**src/rtl/grid_image_locator.sv**
```systemverilog
// grid_image_locator
// Maps the scan position onto a NUM_COLS x NUM_ROWS grid of product tiles.
// For each pixel it emits the tile ID, a tile-hit flag, the image ROM address
// and a highlight-indicator flag.
// The result leaves a fixed two-stage pipeline, aligned with the pixel strobe.
// Optional macro BLINK_EN: when defined, the highlight indicator blinks with a
// half-period of BLINK_FRAMES frames. When undefined, the indicator is steady.
//
// Handshake: PixelEn qualifies CounterX/CounterY in the same cycle. OutValid
// qualifies ImageID/isImage/ROM_Addr/inHighlightedArea exactly two CLK later.
// There is no backpressure, so every accepted pixel produces one output beat.
module grid_image_locator #(
    parameter int CNTR_WIDTH_H       = 11,
    parameter int CNTR_WIDTH_V       = 10,
    parameter int ROM_ADDR_BUS_WIDTH = 17,
    parameter int NUM_COLS           = 4,
    parameter int NUM_ROWS           = 3,
    parameter int TILE_W             = 100,
    parameter int TILE_H             = 100,
    parameter int PITCH_X            = 128,
    parameter int PITCH_Y            = 128,
    parameter int ORIGIN_X           = 308,
    parameter int ORIGIN_Y           = 20,
    parameter int IND_SIZE           = 10,
    parameter int BLINK_FRAMES       = 30,
    localparam int NUM_TILES         = NUM_COLS * NUM_ROWS,
    localparam int ID_W              = (NUM_TILES > 1) ? $clog2(NUM_TILES) : 1
) (
    input  logic                          CLK,
    input  logic                          RST_N,
    input  logic [CNTR_WIDTH_H-1:0]       CounterX,
    input  logic [CNTR_WIDTH_V-1:0]       CounterY,
    input  logic                          PixelEn,
    input  logic                          FrameStart,
    input  logic [NUM_TILES-1:0]          HighlightedProductList,
    output logic [ID_W-1:0]               ImageID,
    output logic                          isImage,
    output logic [ROM_ADDR_BUS_WIDTH-1:0] ROM_Addr,
    output logic                          inHighlightedArea,
    output logic                          OutValid
);

    localparam int AW = ROM_ADDR_BUS_WIDTH;

    // ------------------------------------------------------------------
    // Highlight mask and blink phase
    // ------------------------------------------------------------------
    logic [NUM_TILES-1:0] mask;
    logic                 blink_phase;

    // Mask is captured only at frame start so a mid-frame change cannot tear.
    always_ff @(posedge CLK or negedge RST_N) begin
        if (!RST_N) begin
            mask <= '0;
        end else if (FrameStart) begin
            mask <= HighlightedProductList;
        end
    end

`ifdef BLINK_EN
    localparam int FC_W = (BLINK_FRAMES > 1) ? $clog2(BLINK_FRAMES) : 1;
    logic [FC_W-1:0] frame_cnt;

    // Frame counter wraps after BLINK_FRAMES frame starts and flips the phase.
    always_ff @(posedge CLK or negedge RST_N) begin
        if (!RST_N) begin
            frame_cnt   <= '0;
            blink_phase <= 1'b1;
        end else if (FrameStart) begin
            if (frame_cnt == FC_W'(BLINK_FRAMES - 1)) begin
                frame_cnt   <= '0;
                blink_phase <= ~blink_phase;
            end else begin
                frame_cnt <= frame_cnt + 1'b1;
            end
        end
    end
`else
    // Steady indicator: the phase is constant. BLINK_FRAMES is kept only so
    // both builds share one parameter list.
    assign blink_phase = (BLINK_FRAMES > 0) || 1'b1;
`endif

    // ------------------------------------------------------------------
    // Stage 1 combinational: per-column / per-row window comparators
    // ------------------------------------------------------------------
    logic [NUM_COLS-1:0]     col_hit;
    logic [NUM_ROWS-1:0]     row_hit;
    logic [CNTR_WIDTH_H-1:0] col_off [NUM_COLS];
    logic [CNTR_WIDTH_V-1:0] row_off [NUM_ROWS];
    logic [CNTR_WIDTH_H-1:0] lx_d;
    logic [CNTR_WIDTH_V-1:0] ly_d;

    for (genvar c = 0; c < NUM_COLS; c++) begin : g_col
        localparam int unsigned LO = ORIGIN_X + c * PITCH_X;
        assign col_hit[c] = (32'(CounterX) >= LO) && (32'(CounterX) < LO + TILE_W);
        assign col_off[c] = col_hit[c] ? (CounterX - CNTR_WIDTH_H'(LO)) : '0;
    end

    for (genvar r = 0; r < NUM_ROWS; r++) begin : g_row
        localparam int unsigned LO = ORIGIN_Y + r * PITCH_Y;
        assign row_hit[r] = (32'(CounterY) >= LO) && (32'(CounterY) < LO + TILE_H);
        assign row_off[r] = row_hit[r] ? (CounterY - CNTR_WIDTH_V'(LO)) : '0;
    end

    // Windows never overlap (pitch >= tile size), so OR-merging offsets is a mux.
    always_comb begin
        lx_d = '0;
        ly_d = '0;
        for (int c = 0; c < NUM_COLS; c++) lx_d = lx_d | col_off[c];
        for (int r = 0; r < NUM_ROWS; r++) ly_d = ly_d | row_off[r];
    end

    // ------------------------------------------------------------------
    // Stage 1 registers
    // ------------------------------------------------------------------
    logic                    s1_valid;
    logic                    s1_hit;
    logic [NUM_COLS-1:0]     s1_col;
    logic [NUM_ROWS-1:0]     s1_row;
    logic [CNTR_WIDTH_H-1:0] s1_lx;
    logic [CNTR_WIDTH_V-1:0] s1_ly;
    logic [NUM_TILES-1:0]    s1_mask;
    logic                    s1_blink;

    // Capture the pixel. Mask and phase are snapshotted here, so a pixel
    // coinciding with FrameStart still sees the previous frame's mask.
    always_ff @(posedge CLK or negedge RST_N) begin
        if (!RST_N) begin
            s1_valid <= 1'b0;
            s1_hit   <= 1'b0;
            s1_col   <= '0;
            s1_row   <= '0;
            s1_lx    <= '0;
            s1_ly    <= '0;
            s1_mask  <= '0;
            s1_blink <= 1'b1;
        end else begin
            s1_valid <= PixelEn;
            s1_hit   <= PixelEn & (|col_hit) & (|row_hit);
            if (PixelEn) begin
                s1_col   <= col_hit;
                s1_row   <= row_hit;
                s1_lx    <= lx_d;
                s1_ly    <= ly_d;
                s1_mask  <= mask;
                s1_blink <= blink_phase;
            end
        end
    end

    // ------------------------------------------------------------------
    // Stage 2 combinational: tile index, ROM address, indicator
    // ------------------------------------------------------------------
    logic [ID_W-1:0] col_idx;
    logic [ID_W-1:0] row_idx;
    logic [ID_W-1:0] id_d;
    logic [AW-1:0]   addr_d;
    logic            mask_sel;
    logic            in_ind;

    // One-hot to binary, tile index and highlight bit of the hit tile.
    always_comb begin
        col_idx  = '0;
        row_idx  = '0;
        mask_sel = 1'b0;
        for (int c = 0; c < NUM_COLS; c++) begin
            if (s1_col[c]) col_idx = col_idx | ID_W'(c);
        end
        for (int r = 0; r < NUM_ROWS; r++) begin
            if (s1_row[r]) row_idx = row_idx | ID_W'(r);
        end
        for (int r = 0; r < NUM_ROWS; r++) begin
            for (int c = 0; c < NUM_COLS; c++) begin
                mask_sel = mask_sel | (s1_row[r] & s1_col[c] & s1_mask[r * NUM_COLS + c]);
            end
        end
        id_d   = row_idx * ID_W'(NUM_COLS) + col_idx;
        addr_d = AW'(id_d) * AW'(TILE_W * TILE_H) + AW'(s1_ly) * AW'(TILE_W) + AW'(s1_lx);
        in_ind = (32'(s1_lx) < IND_SIZE) && (32'(s1_ly) < IND_SIZE);
    end

    // ------------------------------------------------------------------
    // Stage 2 registers (outputs); misses force every data output to zero
    // ------------------------------------------------------------------
    always_ff @(posedge CLK or negedge RST_N) begin
        if (!RST_N) begin
            OutValid          <= 1'b0;
            ImageID           <= '0;
            isImage           <= 1'b0;
            ROM_Addr          <= '0;
            inHighlightedArea <= 1'b0;
        end else begin
            OutValid <= s1_valid;
            if (s1_hit) begin
                ImageID           <= id_d;
                isImage           <= 1'b1;
                ROM_Addr          <= addr_d;
                inHighlightedArea <= in_ind & mask_sel & s1_blink;
            end else begin
                ImageID           <= '0;
                isImage           <= 1'b0;
                ROM_Addr          <= '0;
                inHighlightedArea <= 1'b0;
            end
        end
    end

endmodule
```
**config.mk**
```make
export PLATFORM = sky130hd
export DESIGN_NAME = grid_image_locator
export DESIGN_NICKNAME = d
export VERILOG_FILES = /design/src/rtl/grid_image_locator.sv
export SDC_FILE = /design/constraint.sdc
export NUM_CORES = 1
export LEC_CHECK = 0
export BUFFER_PORTS_ARGS = -buffer_cell sky130_fd_sc_hd__clkbuf_2
export CORE_ASPECT_RATIO = 0.7
export CORE_MARGIN = 3
export CORE_UTILIZATION = 55
export DETAILED_ROUTE_END_ITERATION = 10
export PLACE_DENSITY = 0.79
export SYNTH_ARGS = -nofsm -noshare
export SYNTH_HDL_FRONTEND = slang
export SYNTH_SLANG_ARGS = --single-unit
```
**constraint.sdc**
```tcl
create_clock -name CLK -period 10.1 [get_ports CLK]
set_input_delay 2.02 -clock CLK [delete_from_list [all_inputs] [get_ports CLK]]
set_output_delay 2.02 -clock CLK [all_outputs]
set_load 0.005 [all_outputs]
```
=== Word-level counts from Yosys, hierarchy flattened ===
Cells that the tools add are included.

* Register bits: 78
* Bits of input ports: 37
* Output and inout bits: 24
* Word-level logic and storage cells: 110

* Add/sub/neg operators: 10
* $mul: 2
* Order comparisons: 16
* Muxes and demuxes: 16
* Bitwise gates (word level): 43
* Reduce and logical (&&, ||, !) cells: 10

{| class="wikitable"
|+ Operators by type and width
! operator !! number
|-
| 11-bit 2-to-1 mux || 4
|-
| 11-bit by 10-bit < comparator with 1-bit output (second input constant) || 3
|-
| 11-bit OR || 3
|-
| 10-bit 2-to-1 mux || 3
|-
| 1-bit bitwise AND || 27
|-
| 11-bit by 10-bit >= comparator with 1-bit output (second input constant) || 2
|-
| 11-bit by 9-bit >= comparator with 1-bit output (second input constant) || 2
|-
| 11-bit by 10-bit subtractor with 11-bit output (second input constant) || 2
|-
| 11-bit by 9-bit subtractor with 11-bit output (second input constant) || 2
|-
| 10-bit OR || 2
|-
| 17-bit by 11-bit adder with 17-bit output || 1
|-
| 17-bit adder || 1
|-
| 17-bit 2-to-1 mux || 1
|-
| 10-bit by 5-bit multiplier with 15-bit output (second input constant) || 1
|-
| 4-bit by 10-bit multiplier with 13-bit output (second input constant) || 1
|-
| 11-bit by 4-bit < comparator with 1-bit output (second input constant) || 1
|-
| 11-bit by 9-bit < comparator with 1-bit output (second input constant) || 1
|-
| 1-bit OR || 11
|-
| 10-bit by 5-bit >= comparator with 1-bit output (second input constant) || 1
|-
| 10-bit by 8-bit >= comparator with 1-bit output (second input constant) || 1
|-
| 10-bit by 9-bit >= comparator with 1-bit output (second input constant) || 1
|-
| 10-bit by 4-bit < comparator with 1-bit output (second input constant) || 1
|-
| 10-bit by 7-bit < comparator with 1-bit output (second input constant) || 1
|-
| 10-bit by 8-bit < comparator with 1-bit output (second input constant) || 1
|-
| other kinds (11) || 23
|}

=== Logic depth before layout (Yosys ltp) ===
* Depth after elaboration: 15
* Mapped depth: 21
* Depth with buffers taken out: 21

=== Worst setup path before layout ===
Ideal clock, no wire load.

* Kind: reg2reg
* From: register s1_ly[2]
* To: register ROM_Addr[16]
* Setup time: 79 ps
* Arrival time: 4,259 ps
* Data required time: 10,021 ps
* Path slack: 5,762 ps
* Stages on the path, launching flop included: 20
* Path buffers: 0
* Path through: dfrtp_1 inv_1 ha_1 inv_1 ha_1 fa_1 ha_1 nor2b_1 o31a_1 o21a_1 nor2_1 xnor2_1 ha_1 ha_1 and3_1 a221o_1 a21oi_1 o21ai_0 or2_2 mux2i_1

* Longest elaborated chain between the ends: 4

{| class="wikitable"
|+ RTL lines
! item !! line !! source
|-
| from (decl) || 122 || <nowiki>logic [CNTR_WIDTH_V-1:0] s1_ly;</nowiki>
|-
| from (signal assigned) || 145 || <nowiki>s1_ly <= ly_d;</nowiki>
|-
| 10-bit by 5-bit multiplier with 15-bit output || 179 || <nowiki>addr_d = AW'(id_d) * AW'(TILE_W * TILE_H) + AW'(s1_ly) * AW'(TILE_W) + AW'(s1_lx);</nowiki>
|-
| 17-bit adder || 179 ||
|-
| 17-bit by 11-bit adder with 17-bit output || 179 ||
|-
| 17-bit 2-to-1 mux || 195 || <nowiki>if (s1_hit) begin</nowiki>
|-
| to (signal assigned) || 198 || <nowiki>ROM_Addr <= addr_d;</nowiki>
|-
| to (decl) || 38 || <nowiki>output logic [ROM_ADDR_BUS_WIDTH-1:0] ROM_Addr,</nowiki>
|}

No other way between the ends.
A chain may end at the register's enable or synchronous reset.

=== Worst setup path in the final report ===
Same ends and word-level chain as after synthesis.

==> impl_metrics.env <==
export IMPL_detail_route_antenna_nets=0
export IMPL_synthTopCellsByArea="dfrtp_1 (36%), ha_1 (18%), fa_1 (5.8%)"
export IMPL_cts_resized=0
export IMPL_drt_first_pass_iters=4
export IMPL_root_buffer="clkbuf_16"
export IMPL_nNetsFinal=732
export IMPL_drt_initial_drc_count=364
export IMPL_start_util_pct=58.42
export IMPL_crit_chain="inv_1, ha_1, inv_1, ha_1, fa_1, ha_1, nor2b_1, o31a_1, o21a_1, nor2_1, xnor2_1, ha_1, ha_1, and3_1, a221o_1, a21oi_1, o21ai_0, or2_2, mux2i_1"
export IMPL_syn_nets=669
export IMPL_grt_pass1_vias=4249
export IMPL_layout_min_cycle_time_ps=4640
export IMPL_layout_common_cells="ha_1 (79), dfrtp_1 (78), inv_1 (76), clkbuf_2 (59), nor2_1 (30)"
export IMPL_die_area_sq_um=11240
export IMPL_fin_setup_tns_ps=0
export IMPL_finalHoldViolCount=0
export IMPL_routedWlPerCell_um=16.17
export IMPL_cp_slowest_cell="fa_1"
export IMPL_syn_cell_area_sq_um=5490
export IMPL_antenna_found_initial=0
export IMPL_cts_hold_buffers_added=0
export IMPL_gp_congestion=0.8832
export IMPL_antennaDiodeCount=0
export IMPL_place_port_buffers=60
export IMPL_placed_area_sq_um=5918
export IMPL_overflow=0
export IMPL_drv_cap=0
export IMPL_clk_pin_slew_ps=60
export IMPL_yosys_warnings=0
export IMPL_final_area_sq_um=6202
export IMPL_synth_cell_types=59
export IMPL_postCtsSetupRepairBufs=0
export IMPL_skew_ps=5.824
export IMPL_max_vdd_ir_drop_mv=0.1096
export IMPL_core_sq_um=9398
export IMPL_crit_top_cell="ha_1"
export IMPL_grt_start_max_net_pins=79
export IMPL_crit_path_end_kind="flop"
export IMPL_yosys_area_top_type="dfrtp_1"
export IMPL_synth_seq_area_share_pct=35.55
export IMPL_critPathBufInv=2
export IMPL_grt_setup_unrepaired="false"
export IMPL_fp_dieH_um=89.59
export IMPL_worstSetupPathType="reg -> reg"
export IMPL_relSlewSlack_pct=36.72
export IMPL_track_usage_pct=22.70
export IMPL_synth_edf_count=0
export IMPL_worst_pin_slew_ps=949.2
export IMPL_synthCells=537
export IMPL_arrival_ps=4900
export IMPL_clock_path_buffers=2
export IMPL_die_w_um=125.4
export IMPL_slowest_delay_ps=460
export IMPL_finalSetupViolations=0
export IMPL_cpLargestDelayFamily="adder cells"
export IMPL_required_ps=10360
export IMPL_avgSynthCellArea_sq_um=10.22
export IMPL_dp_hpwl_mm=9.519
export IMPL_p_per_area_nw_per_um2=161.2
export IMPL_critPathLaunchType="flop"
export IMPL_drc=0
export IMPL_vias=4017
export IMPL_rows=29
export IMPL_layout_drive_gt1_share_pct=19.83
export IMPL_via_per_inst=5.510
export IMPL_status="finished clean"
export IMPL_synthFlopType="dfrtp_1"
export IMPL_syn_to_final_growth_pct=12.97
export IMPL_cts_buffers=9
export IMPL_finalWirelength_mm=11.79
export IMPL_clkSinkCount=78
export IMPL_hp_class="reg -> reg"
export IMPL_timing_fmax_mhz=215.5
export IMPL_final_common_cell="ha_1"
export IMPL_p_leak_nw=3.276
export IMPL_synth_top_area_share_pct=35.55
export IMPL_grt_pass1_wl_mm=20.31
export IMPL_synth_seq_cells=78
export IMPL_io_pins=61
export IMPL_htree_num_levels=3
export IMPL_timing_final_crit_share_pct=45.94
export IMPL_async_flop_share_pct=100.0
export IMPL_slew_violations=0
export IMPL_worst_path_max_fanout=6
export IMPL_clock_latency_ps=340
export IMPL_cts_tree="yes"
==> kinds of logic (layout without fill, tap and decap cells) <==
| kind of cell | after synthesis | count (layout) | share of synthesized area (%) |
|---|---|---|---|
| AO/OA/AOI/OAI | 113 | 113 | 14.04 |
| buffers and inverters | 85 | 153 | 5.880 |
| XOR/XNOR | 24 | 24 | 3.829 |
| multiplexers | 31 | 31 | 6.244 |
| flip-flops | 78 | 78 | 35.55 |
| AND/OR/NAND/NOR | 111 | 111 | 10.62 |
| adder cells (fa/ha/maj) | 95 | 95 | 23.84 |
==> cells in the mapped netlist, types with 6 or more instances <==
cell,number
a21o_1,8
a21oi_1,21
a22oi_1,6
clkbuf_1,7
nand2_1,28
xnor2_1,18
inv_1,76
nor2_1,30
nand3_1,6
nor3_1,7
o21ai_0,23
or2_2,6
dfrtp_1,78
ha_1,79
nor2b_1,7
mux2_2,26
o22ai_1,8
fa_1,16
xor2_1,6
==> flip-flops by register name, summed over array words and instances, names as in the netlist <==
| signal | cells |
|---|---|
| ImageID | 4 |
| OutValid | 1 |
| ROM_Addr | 17 |
| inHighlightedArea | 1 |
| isImage | 1 |
| mask | 12 |
| s1_col | 4 |
| s1_hit | 1 |
| s1_lx | 11 |
| s1_ly | 10 |
| s1_mask | 12 |
| s1_row | 3 |
| s1_valid | 1 |
==> final timing paths <==
| check | slack, ps | start | endpoint | cells past startpoint |
|---|---|---|---|---|
| worst min-delay path | 370 | s1_valid | OutValid | 0 |
| worst min register to register | 370 | s1_valid | OutValid | 0 |
| worst max-delay path | 5460 | s1_ly[2] | ROM_Addr[16] | 19 |
| worst max register to register | 5460 | s1_ly[2] | ROM_Addr[16] | 19 |
| min in group asynchronous | 1830 | RST_N | s1_mask[4] | 1 |
| max in group asynchronous | 7650 | RST_N | mask[0] | 1 |
==> per-layer routing <==
| metal | track usage [%] | part of all wire, % | up-vias |
|---|---|---|---|
| met5 | 0 | 0 | - |
| met4 | 4.035 | 0.53 | 0 |
| met3 | 6.265 | 5.7 | 8 |
| met2 | 36.91 | 44 | 102 |
| met1 | 31.43 | 50 | 1924 |
| li1 | - | - | 1983 |
==> where the power goes <==
group	leakage (nW)	internal [mW]	switching [mW]	total [mW]
registers	1.01	0.335	0.0164	0.352
clock network	0.143	0.175	0.130	0.304
logic	2.12	0.148	0.196	0.344
==> layout make-up <==
type	count	area (sq um)
multi-input cells	374	3216
fillers	701	3196
flip-flops and latches	78	1952
repair buffers	61	310.3
inverters	76	285.3
clock buffers	10	239.0
well taps	124	155.1
clock inverters	6	45.04
==> per-stage QoR <==
step / hold WS (ps) / util, % / total power [mW] / worst slack (ps) / cells
floorplan: 331.2 / - / 0.6049 / 5762 / 537
global placement: 334.0 / 62.97 / 0.6800 / 5572 / 713
detailed placement: 362.0 / 62.97 / 0.6924 / 5480 / 713
CTS: 375.3 / 66.00 / 1.002 / 5468 / 729
global route: 382.0 / 66.00 / 1.071 / 5194 / 729
finish: 371.6 / 66.00 / 0.9999 / 5460 / 729
No activity file was read; power rests on OpenSTA's default activity.
